$ cat src/rtl/alu_issue_ctrl.sv
// alu_issue_ctrl: sequential initiator for the combinational 64-bit LEGv8 ALU.
// Accepts one R-format request at a time, drives the operands one cycle before the
// op code, waits a per-class settle latency, then holds a registered response.
// Optional build macro: ALU_OP_COUNTER_EN (adds the op_count response counter).
module alu_issue_ctrl #(
   parameter int ADD_LAT = 1,
   parameter int MUL_LAT = 4,
   parameter int DIV_LAT = 8
) (
   input  logic        clk,
   input  logic        reset,
   input  logic        req_valid,
   output logic        req_ready,
   input  logic [10:0] req_opcode,
   input  logic [63:0] req_a,
   input  logic [63:0] req_b,
   output logic [63:0] alu_a_in,
   output logic [63:0] alu_b_in,
   output logic [2:0]  alu_operation,
   input  logic [63:0] alu_result,
   input  logic        alu_zero,
   output logic        rsp_valid,
   input  logic        rsp_ready,
   output logic [63:0] rsp_result,
   output logic        rsp_zero,
   output logic        rsp_illegal,
   output logic        rsp_div_zero,
   output logic [31:0] op_count
);

   localparam logic [1:0] S_IDLE  = 2'd0;
   localparam logic [1:0] S_SETUP = 2'd1;
   localparam logic [1:0] S_WAIT  = 2'd2;
   localparam logic [1:0] S_RESP  = 2'd3;

   localparam logic [2:0] OP_ADD = 3'b010;
   localparam logic [2:0] OP_SUB = 3'b001;
   localparam logic [2:0] OP_MUL = 3'b100;
   localparam logic [2:0] OP_DIV = 3'b011;

   localparam int unsigned ADD_L = (ADD_LAT < 1) ? 1 : (ADD_LAT > 15) ? 15 : ADD_LAT;
   localparam int unsigned MUL_L = (MUL_LAT < 1) ? 1 : (MUL_LAT > 15) ? 15 : MUL_LAT;
   localparam int unsigned DIV_L = (DIV_LAT < 1) ? 1 : (DIV_LAT > 15) ? 15 : DIV_LAT;

   // Counter holds remaining WAIT cycles minus one, so zero marks the capture cycle
   localparam logic [3:0] ADD_CNT = 4'(ADD_L - 1);
   localparam logic [3:0] MUL_CNT = 4'(MUL_L - 1);
   localparam logic [3:0] DIV_CNT = 4'(DIV_L - 1);

   logic [1:0]  state_q,   state_d;
   logic [63:0] a_q,       a_d;
   logic [63:0] b_q,       b_d;
   logic [2:0]  op_q,      op_d;
   logic [2:0]  alu_op_q,  alu_op_d;
   logic [3:0]  cnt_q,     cnt_d;
   logic [63:0] res_q,     res_d;
   logic        zero_q,    zero_d;
   logic        ill_q,     ill_d;
   logic        dz_q,      dz_d;

   logic [2:0]  dec_op;
   logic        dec_legal;

   // Opcode decode of the incoming request
   always_comb begin
      dec_op    = 3'b000;
      dec_legal = 1'b1;
      case (req_opcode)
         11'b10001011000: dec_op = OP_ADD;
         11'b11001011000: dec_op = OP_SUB;
         11'b10011011000: dec_op = OP_MUL;
         11'b10011010110: dec_op = OP_DIV;
         default:         dec_legal = 1'b0;
      endcase
   end

   // Next-state logic for the issue FSM and its datapath registers
   always_comb begin
      state_d  = state_q;
      a_d      = a_q;
      b_d      = b_q;
      op_d     = op_q;
      alu_op_d = alu_op_q;
      cnt_d    = cnt_q;
      res_d    = res_q;
      zero_d   = zero_q;
      ill_d    = ill_q;
      dz_d     = dz_q;
      case (state_q)
         S_IDLE: begin
            if (req_valid) begin
               if (!dec_legal || (dec_op == OP_DIV && req_b == '0)) begin
                  // Rejected requests answer directly without touching the ALU inputs
                  res_d   = '0;
                  zero_d  = 1'b1;
                  ill_d   = !dec_legal;
                  dz_d    = dec_legal;
                  state_d = S_RESP;
               end else begin
                  a_d     = req_a;
                  b_d     = req_b;
                  op_d    = dec_op;
                  state_d = S_SETUP;
               end
            end
         end
         S_SETUP: begin
            alu_op_d = op_q;
            case (op_q)
               OP_MUL:  cnt_d = MUL_CNT;
               OP_DIV:  cnt_d = DIV_CNT;
               default: cnt_d = ADD_CNT;
            endcase
            state_d = S_WAIT;
         end
         S_WAIT: begin
            if (cnt_q == '0) begin
               res_d    = alu_result;
               zero_d   = alu_zero;
               ill_d    = 1'b0;
               dz_d     = 1'b0;
               alu_op_d = 3'b000;
               state_d  = S_RESP;
            end else begin
               cnt_d = cnt_q - 4'd1;
            end
         end
         default: begin
            if (rsp_ready) state_d = S_IDLE;
         end
      endcase
   end

   // State and datapath registers with synchronous reset
   always_ff @(posedge clk) begin
      if (reset) begin
         state_q  <= S_IDLE;
         a_q      <= '0;
         b_q      <= '0;
         op_q     <= '0;
         alu_op_q <= '0;
         cnt_q    <= '0;
         res_q    <= '0;
         zero_q   <= 1'b0;
         ill_q    <= 1'b0;
         dz_q     <= 1'b0;
      end else begin
         state_q  <= state_d;
         a_q      <= a_d;
         b_q      <= b_d;
         op_q     <= op_d;
         alu_op_q <= alu_op_d;
         cnt_q    <= cnt_d;
         res_q    <= res_d;
         zero_q   <= zero_d;
         ill_q    <= ill_d;
         dz_q     <= dz_d;
      end
   end

   assign req_ready     = (state_q == S_IDLE);
   assign rsp_valid     = (state_q == S_RESP);
   assign alu_a_in      = a_q;
   assign alu_b_in      = b_q;
   assign alu_operation = alu_op_q;
   assign rsp_result    = res_q;
   assign rsp_zero      = zero_q;
   assign rsp_illegal   = ill_q;
   assign rsp_div_zero  = dz_q;

`ifdef ALU_OP_COUNTER_EN
   logic [31:0] op_count_q;

   // Count every completed response handshake, wrapping naturally
   always_ff @(posedge clk) begin
      if (reset)                       op_count_q <= '0;
      else if (rsp_valid && rsp_ready) op_count_q <= op_count_q + 32'd1;
   end

   assign op_count = op_count_q;
`else
   assign op_count = '0;
`endif

endmodule
$ cat config.mk
export PLATFORM = sky130hd
export DESIGN_NAME = alu_issue_ctrl
export DESIGN_NICKNAME = d
export VERILOG_FILES = /design/src/rtl/alu_issue_ctrl.sv
export SDC_FILE = /design/constraint.sdc
export NUM_CORES = 1
export LEC_CHECK = 0
export CORE_MARGIN = 5
export CORE_UTILIZATION = 32
export CTS_CLUSTER_DIAMETER = 200
export DETAILED_ROUTE_END_ITERATION = 8
export PLACE_DENSITY = 0.69
export SETUP_SLACK_MARGIN = 0.1
export SLEW_MARGIN = 15
export SYNTH_ARGS = -nofsm -noshare
export SYNTH_HDL_FRONTEND = slang
export SYNTH_SLANG_ARGS = --single-unit
$ cat constraint.sdc
create_clock -name clk -period 2.5 [get_ports clk]
set_clock_uncertainty 0.15 [all_clocks]
set_input_delay 0.5 -clock clk [delete_from_list [all_inputs] [get_ports clk]]
set_output_delay 0.5 -clock clk [all_outputs]
set_load 0.01 [all_outputs]
---- Word-level counts from Yosys, hierarchy flattened ----
Cells that the tools add are included.
storage, ports and cells
  latch bits .............................. 0
  memories ................................ 0
  word-level logic and storage cells ...... 68
  memory bits (read-only) ................. 0
  output and inout bits ................... 232
  RAM bits ................................ 0
  input port bits ......................... 208
  flip-flop bits (word level) ............. 207
operators by class
  div/mod/pow operators ................... 0
  muxes and demuxes ....................... 27
  bitwise logic cells ..................... 1
  reduce and logical (&&, ||, !) cells .... 15
  equality and inequality tests ........... 14
  shifts and indexed selects .............. 0
  $add $sub $neg .......................... 1
  $lt $le $gt $ge ......................... 0
  multiply operators ...................... 0
operators with widths
  operator                count
  $mux W64                3
  $pmux W64 S2            1
  $logic_not A64 Y1       1
  $eq A11 B11 Y1 const B  4
  $pmux W3 S2             2
  $pmux W3 S4             1
  $mux W1                 9
  $mux W2                 4
  $pmux W4 S2             1
  $eq A3 B2 Y1 const B    2
  $ne A2 B2 Y1 const B    3
  $pmux W1 S2             3
  $pmux W2 S3             1
  $reduce_and A3 Y1       2
  $eq A2 B2 Y1 const B    2
  $logic_not A4 Y1        1
  $mux W4                 1
  $reduce_and A2 Y1       2
  $reduce_and A4 Y1       1
  $reduce_bool A2 Y1      2
  $reduce_bool A4 Y1      1
  $reduce_or A4 Y1        1
  $sub A4 B1 Y4 const B   1
  $eq A3 B3 Y1 const B    1
  other kinds (8)         8

---- Longest topological paths before layout ----
Gate-level depths: netlist (run 1).
  word-level depth ........................ 8
  mapped depth ............................ 10
  depth with buffers taken out ............ 7

---- Least setup slack after synthesis (run 1) ----
No wires, ideal clock.
  path type ............................... input -> register
  start point ............................. input port req_opcode[1]
  end point ............................... register zero_q, in the netlist rsp_zero
  slack ................................... 0.054 ns
  library setup time ...................... 0.121 ns
  cell stages on the path ................. 7
  arrival time ............................ 2.175 ns
  cells stage by stage .................... or3b_1 > o21a_1 > nor3_2 > nand3_1 > a31oi_2 > buf_6 > mux2_2
on the way
  longest elaborated chain between the ends .. 7
  elaborated cells between the ends (all ways) .. 13
ends and longest elaborated chain
  item                                                            RTL line  source
  start, declared                                                 14        input logic [10:0] req_opcode,
  $eq A11 B11 Y1                                                  68        case (req_opcode)
  $pmux W3 S4 / $reduce_or A4 Y1 (equally long branches)          -
  $eq A3 B2 Y1 / $mux W1 (equally long branches)                  92, 68
  $logic_and A1 B1 Y1 / $logic_not A1 Y1 (equally long branches)  92        if (!dec_legal || (dec_op == OP_DIV && req_b == '0)) begin
  $logic_or A1 B1 Y1 (*)                                          92
  $ne A2 B1 Y1 (no line) (*)                                      -
  $reduce_and A4 Y1 (no line) (*)                                 -
  end signal, assigned                                            155       zero_q <= zero_d;
  end, declared                                                   57        logic zero_q, zero_d;
Every way passes the cells marked *; elsewhere a longest branch is shown, timed or not.
A chain may end at the register's enable or synchronous reset.

---- Worst setup path in the final report (run 1) ----
  start point ............................. input port req_opcode[2]
  end point ............................... register res_q[18], in the netlist rsp_result[18]
on the way
  longest elaborated chain between the ends .. 7
  elaborated cells between the ends (all ways) .. 13
ends and longest elaborated chain
  item                                                            RTL line  source
  $eq A11 B11 Y1                                                  68
  $pmux W3 S4 / $reduce_or A4 Y1 (equally long branches)          -
  $eq A3 B2 Y1 / $mux W1 (equally long branches)                  92, 68
  $logic_and A1 B1 Y1 / $logic_not A1 Y1 (equally long branches)  92
  $logic_or A1 B1 Y1 (*)                                          92
  $ne A2 B1 Y1 (no line) (*)                                      -
  $reduce_and A4 Y1 (no line) (*)                                 -
  end signal, assigned                                            154       res_q <= res_d;
  end, declared                                                   56        logic [63:0] res_q, res_d;
Marked as above.

==> metrics list, run 1 <==
* Width of the chip: 172 µm
- The worst-case IR drop observed on VDD is 0.621 mV.
* Largest fanout on the critical path: 8
* Core box area: 0.0261 mm²
- Syn avg cell area: 9.83 µm²
* Basic-gate share of the synthesized area counting and, or, nand and nor cells: 18.0%
- During placement, the flow inserted port buffers numbering 407.
- After clock tree synthesis, the flow added hold-fix buffers numbering 0.
* Hold Crit Class: input pin to flop
- The count of nets left with antenna violations once routing finished came out at 0.
- The area growth from synthesis to layout is 69.9%.
* Worst-Skew Late Latency: 500 ps
* Reg2reg start: state_q[0]
- Final hold vios: 0
- The max-slew violation count came to 0.
- The number of antenna violations at the first check in global routing was 2.
* Share of Yosys cell area claimed by the top area cell type: 49.1%
- Static leakage power: 5.42 nW
- Total Power: 9.49 mW
* First DRT Iteration DRCs: 213
- For the worst flop-to-flop path, the logic depth is 9.
- Summing over every cut layer, the via total after detailed routing is 7652.
* Fraction of final layout cells sized beyond drive strength 1: 12.4%
- Final Wtd Congestion: 0.819
- STA classifies the critical path startpoint as an input pin.
- Top Ports: 440
- Design area: 0.0143 mm²
* Die H: 172 µm
- Reg-to-reg endpoint: rsp_result[18]
- Total of flip-flops plus latches after synthesis: 207
- Count of synthesis-stage warnings from yosys: 0
* Combined flip-flop and latch cell area: 0.00415 mm²
- Power per cell area: 662 mW/mm²
- Global routing used 18.2% of the available tracks across all layers.
- Number of global-route vias before repair: 7863
- Setup repair after global routing missed its margin: false
* Pin count of the biggest net entering global routing: 102
* Global route overflow: 0
* Clock tree from TritonCTS: built
- Fill cells in the final layout number 2317.
- The worst pin sits at a relative slew slack of 64.7%.
- The first global-routing pass estimated 43300 µm of wire.
* Number of distinct standard cells referenced by the synthesized netlist: 37
- Number of cells produced by synthesis: 859
- Outcome: finished clean
* Total area of multi-input combinational cells: 0.00408 mm²
- The library cell used most frequently in the layout, excluding fill and tap cells, is sky130_fd_sc_hd__clkdlybuf4s50_1.
- For this run, the detailed router's first-pass iteration total came to 4.
- STA classifies the critical path endpoint as a flop.
- End-of-flow core utilization: 55.0%
* Count of non-filler cells in the finished layout: 1669
- In the final routed layout, each cell accounts on average for 17.6 µm.
- Clock Pin Slew Worst Setup and Hold Paths: 60 ps
- The net count of the finished layout is 1533.
- The die covers 0.0297 mm².
- By area, the combinational part of the netlist is dominated by multiplexers.
* Worst reg-to-reg setup slack: 310 ps
* Minimum period implied by the final worst setup slack: 2390 ps
* Count of placed standard cells including taps: 1616
- At the worst endpoint, the arrival time is 2650 ps.
* Root buffer cell: sky130_fd_sc_hd__clkbuf_16
- The critical path is of the input pin to flop type.
- Share of synthesized area occupied by flip-flops and latches: 49.1%
- Setup violations remaining at the end of the flow were counted as 0.
- Of all cell types, the one taking the most synthesized area is sky130_fd_sc_hd__dfxtp_1.
- In this run, CTS created clock tree buffers numbering 24.
- Commonest non-fill, non-tap cells in the layout: 334 x sky130_fd_sc_hd__clkdlybuf4s50_1, 205 x sky130_fd_sc_hd__dfxtp_1, 191 x sky130_fd_sc_hd__mux2i_1
* Final WL: 29300 µm
* Number of cell rows: 59
* Crit path from: req_opcode[2]
* Post-synthesis share of cell area spent on xor and xnor gates: 0%
* MaxCap Viol Count: 0
- In the routed layout, each cell is associated on average with a via count of 4.58.
- Summed over all nets, the half-perimeter wirelength after detailed placement is 21700 µm.
* Mux cell area share after synthesis: 23.2%
- Measured slew at the worst slew-check pin: 530 ps
- In this run the number of H-tree levels came out at 1.
- For this configuration, the core starts out at a cell density of 32.4%.
* Post-Place Cell Area: 0.0132 mm²
* Crit path required time: 2770 ps
* DRC violations left: 0
- No sink is reached through more buffers than the 3 on the longest clock path.
- The synthesized netlist devotes 2.37% of its cell area to compound gates.
- Timing-limited maximum frequency: 0.419 GHz
- Of the available clock period, the critical path in the final layout requires 95.4%.
- Yosys attributes the largest share of cell area to sky130_fd_sc_hd__dfxtp_1 49%, sky130_fd_sc_hd__mux2i_1 23%, sky130_fd_sc_hd__nor2_1 6.5%.
* Critical path endpoint: rsp_result[18]
- Synth Cell Area: 0.00844 mm²
- Clock sinks: 207
* Post-synthesis share of cell area spent on full adders, half adders and majority gates: 0.741%
cell usage after synthesis, drive strengths merged:
cell type,instances
o2111ai,1
o21ai,4
nor3b,1
conb,1
o21bai,1
a32o,1
nand2,73
nor4,18
a31oi,1
nor2b,2
or3,1
nand4b,3
a21oi,14
a211oi,1
o21ba,1
mux2i,195
nand3,1
nor3,7
and4b,1
o32ai,1
mux2,1
or3b,1
ha,5
nand2b,67
dfxtp,207
nand4,6
or4,1
clkbuf,32
a22oi,3
nor2,146
inv,6
buf,53
o21a,3
flip-flops by register name (all words and copies together) (netlist names):
| name | count |
|---|---|
| alu_operation | 3 |
| alu_a_in | 64 |
| rsp_zero | 1 |
| cnt_q | 4 |
| op_q | 3 |
| alu_b_in | 64 |
| rsp_result | 64 |
| state_q | 2 |
| rsp_div_zero | 1 |
| rsp_illegal | 1 |
worst min path at each step:
stage	start	endpoint	slack, ps	cells after the start
global placement	rsp_result[4]	rsp_result[4]	310	2
CTS	req_b[55]	alu_b_in[55]	200	3
floorplan	cnt_q[1]	cnt_q[1]	300	2
finish	req_b[2]	alu_b_in[2]	130	3
global route	req_b[2]	alu_b_in[2]	140	3
detailed placement	rsp_result[35]	rsp_result[35]	310	2
metal layers:
layer | vias up | GRT usage [%] | wire length, µm
met4 | 0 | 5.91 | 1040
met3 | 54 | 7.18 | 3170
met5 | - | 0 | 0
li1 | 3733 | - | -
met1 | 3547 | 20.2 | 10900
met2 | 318 | 32.0 | 14200
repair_timing:
| item | in CTS | in global routing |
|---|---|---|
| gates cloned | 2 | 2 |
| resized for setup | 73 | 70 |
| pin swaps | 22 | 27 |
| hold endpoints to repair | 0 | 0 |
| buffers inserted | 7 | 3 |
| setup endpoints to repair | 199 | 190 |
worst max-delay path: stages:
cell and delay [ps]:
sky130_fd_sc_hd__dlygate4sd2_1 240, sky130_fd_sc_hd__or3b_4 400, sky130_fd_sc_hd__buf_6 130, sky130_fd_sc_hd__o21a_1 190
sky130_fd_sc_hd__nor3_4 240, sky130_fd_sc_hd__nand3_4 110, sky130_fd_sc_hd__a31oi_4 240, sky130_fd_sc_hd__buf_12 200
sky130_fd_sc_hd__buf_12 150, sky130_fd_sc_hd__mux2i_2 240
area by class of cell:
class	count	area share, %
flip-flops and latches	207	28.9
well taps	335	2.92
repair buffers	489	34.0
clock inverters	4	0.340
inverters	6	0.157
clock buffers	35	5.18
multi-input cells	592	28.4
diodes	1	0.0174
power by group:
part           internal (mW)  switching, mW
Combinational           1.34           1.07
Clock                   2.14           1.36
Sequential              3.47          0.101
Total                   6.96           2.54
cell families (layout without fill, tap and decap cells):
kind of cell / Yosys count / after routing
and+or+nand+nor: 328 / 328
DFF: 207 / 207
other: 1 / 33
adders and majority gates: 5 / 5
muxes: 196 / 196
AOI/OAI and AO/OA: 31 / 31
buffers and inverters: 91 / 534
stage by stage:
| stage | setup WS, ps | TNS, ps | hold WS (ps) |
|---|---|---|---|
| after floorplan | 71.1 | 0 | 303 |
| after global placement | -736 | -121510 | 308 |
| after detailed placement | -825 | -134100 | 314 |
| after CTS | 102 | 0 | 202 |
| after global routing | 44.5 | 0 | 138 |
| final | 114 | 0 | 128 |
(Power assumes the default switching activity.)
==> inputs of run 2 (changes only) <==
- CORE_AREA: unset -> 5 5 169 171
- CORE_MARGIN: 5 -> unset
- CORE_UTILIZATION: 32 -> unset
- DIE_AREA: unset -> 0 0 174 176
- PLACE_DENSITY: 0.69 -> 0.68
==> run 2 against run 1 <==
Against the previous run: clock power grew 5%; sequential share of layout area shrank 0.42 points; largest cell class unchanged; via count shrank 0.10%; global-route usage shrank 0.75 points; non-clock buffer count grew 6; first-iteration DRC count grew 8.9%; hold slack lost 46 ps; setup slack lost 24 ps; clock-buffer cell count grew 1; cell count grew 1.3%.
==> metrics list, run 2 (synthesis results as in run 1) <==
- Die area: 0.0306 mm²
* Minimum period implied by the final worst setup slack: 2410 ps
- The worst setup path is captured at a flop.
- Post-Place Cell Area: 0.0132 mm²
- Summed over all layers, the routed wires come to 29300 µm.
- Max H-tree Level: 1
* Clock Pin Slew Worst Setup and Hold Paths: 60 ps
- Number of cell rows: 60
* Top Ports: 440
- Total of endpoints with negative setup slack in the final report: 0
- Along the worst hold path, the cell count comes to 3.
- In this run the power density over the cells is 682 mW/mm².
- Clock sinks: 207
* Hold Crit Class: input pin to flop
* Pin count of the biggest net entering global routing: 100
- Vias: 7644
- Final hold slack: 82.0 ps
* Aggregate global-route resource usage: 17.5%
- Crit path required time: 2790 ps
- The count of nets left with antenna violations once routing finished came out at 0.
- Final Wtd Congestion: 0.775
- Hold path start: req_b[1]
* Average wire length per cell after detail routing: 17.3 µm
* Count of placed standard cells including taps: 1626
* Worst Hold Endpoint: alu_b_in[1]
* Static leakage power: 5.38 nW
- The worst setup path is launched from an input pin.
- Total half-perimeter wirelength after legalization and detailed placement: 21200 µm
- Outcome: finished clean
* Vias/cell: 4.52
- Counting the buffers created by CTS gives 25.
- Dividing the final minimum period by the clock period gives 96.4%.
- Measured in cells, the most critical reg-to-reg path has a length of 11.
- Fraction of final layout cells sized beyond drive strength 1: 12.6%
* Post-synthesis to final-layout area growth: 72.4%
- The hold violation total from the final report was 0.
* Initial core utilization: 31.6%
- The worst setup path is of the input pin to flop kind.
* Root buffer cell: sky130_fd_sc_hd__clkbuf_16
- Setup slack on the worst reg-to-reg path comes out at 280 ps.
- Data arrives at the worst endpoint at 2700 ps.
- Global-route wire length before repair: 43700 µm
* Reg2reg start: state_q[0]
- Clock tree from TritonCTS: built
- The endpoint identified for the worst register-to-register timing path is rsp_result[61].
- MaxCap Viol Count: 0
- Commonest non-fill, non-tap cells in the layout: 339 x sky130_fd_sc_hd__clkdlybuf4s50_1, 205 x sky130_fd_sc_hd__dfxtp_1, 193 x sky130_fd_sc_hd__mux2i_1
* Min setup slack post-route: 90.4 ps
- First DRT Iteration DRCs: 232
* Initial antenna violation count: 9
- The total area inside the core boundary comes to 0.0267 mm².
- Measured slew at the worst slew-check pin: 760 ps
- From left edge to right edge, the die measures 174 µm.
* Die H: 176 µm
- Setup repair after global routing missed its margin: true
- Timing would allow up to 0.415 GHz.
- Largest fanout on the critical path: 8
- Port buffer count: 407
- At the end of the flow the core is filled with cells to 54.5%.
- Global route overflow: 0
- At the end of the flow, the number of nets in the layout was 1540.
- The max-slew violation count is 0.
- The count of cells in the finished layout, fillers not included, comes to 1691.
- DRC violations left: 0
- The finished cells cover 0.0146 mm².
- Worst-Skew Late Latency: 530 ps
* Number of hold buffers added after CTS: 0
- The number of global-route vias before repair came to 8038.
* Maximum root-to-sink buffer count: 3
- Before CTS, the worst setup slack after placement is -861 ps.
- VDD sags by at most 0.488 mV.
- Headroom to the max-slew limit came out at 49.4%.
- The pre-antenna-repair detailed-routing pass consisted of 4 iterations.
- Leaving out fill and tap cells, the most frequent cell in the layout is sky130_fd_sc_hd__clkdlybuf4s50_1.
==> run 2: metal layers <==
| layer | vias to the layer above | global-route usage [%] | wire, µm |
|---|---|---|---|
| met2 | 317 | 31.9 | 14600 |
| met3 | 45 | 8.12 | 2930 |
| met1 | 3522 | 17.8 | 11000 |
| li1 | 3756 | - | - |
| met4 | 4 | 5.41 | 732 |
| met5 | - | 0 | 23 |
==> run 2: final cells by class <==
cell class                      count  area [µm²]
Fill cell                        2376       12200
Inverter                            6        22.5
Timing Repair Buffer              495        5040
Clock buffer                       36         737
Clock inverter                      8         109
Sequential cell                   207        4150
Multi-Input combinational cell    592        4060
Tap cell                          341         427
Antenna cell                        6        15.0
==> run 2: worst max-delay path by stage <==
stage                        startpoint              to  cells past startpoint
after floorplan           req_opcode[1]        rsp_zero                      7
after global placement         req_b[1]        rsp_zero                     10
after detailed placement       req_b[1]  rsp_result[49]                     11
after CTS                     req_b[37]   rsp_result[7]                     12
after global routing          req_b[15]  rsp_result[46]                     12
final                         req_b[50]  rsp_result[61]                     12
==> run 2: metrics by stage <==
step	power, mW	TNS (ps)
after floorplan	4.78	0
after detailed placement	5.80	-147110
final	9.93	0
after CTS	9.90	0
after global routing	10.4	-30.2
after global placement	5.78	-156770
==> run 2: worst max-delay path: stages <==
cell and delay (ps):
sky130_fd_sc_hd__dlygate4sd2_1 260, sky130_fd_sc_hd__nor4_2 240, sky130_fd_sc_hd__buf_4 150, sky130_fd_sc_hd__nand4_1 130, sky130_fd_sc_hd__nor4_4 310, sky130_fd_sc_hd__buf_4 190
sky130_fd_sc_hd__nand3_4 70, sky130_fd_sc_hd__a31oi_4 190, sky130_fd_sc_hd__buf_6 140, sky130_fd_sc_hd__buf_12 150, sky130_fd_sc_hd__buf_16 140, sky130_fd_sc_hd__mux2i_2 210
==> run 2: timing repair <==
action,4_1_cts,5_1_grt
buffers inserted,5,1
pin swaps,21,13
setup endpoints to repair,200,196
gates resized for setup,105,49
cloned,4,6
==> run 2: power breakdown <==
group | total (mW) | switching, mW | internal (mW)
sequential | 3.57 | 0.100 | 3.47
clock | 3.69 | 1.43 | 2.26
combinational | 2.67 | 1.12 | 1.56
total | 9.93 | 2.65 | 7.28
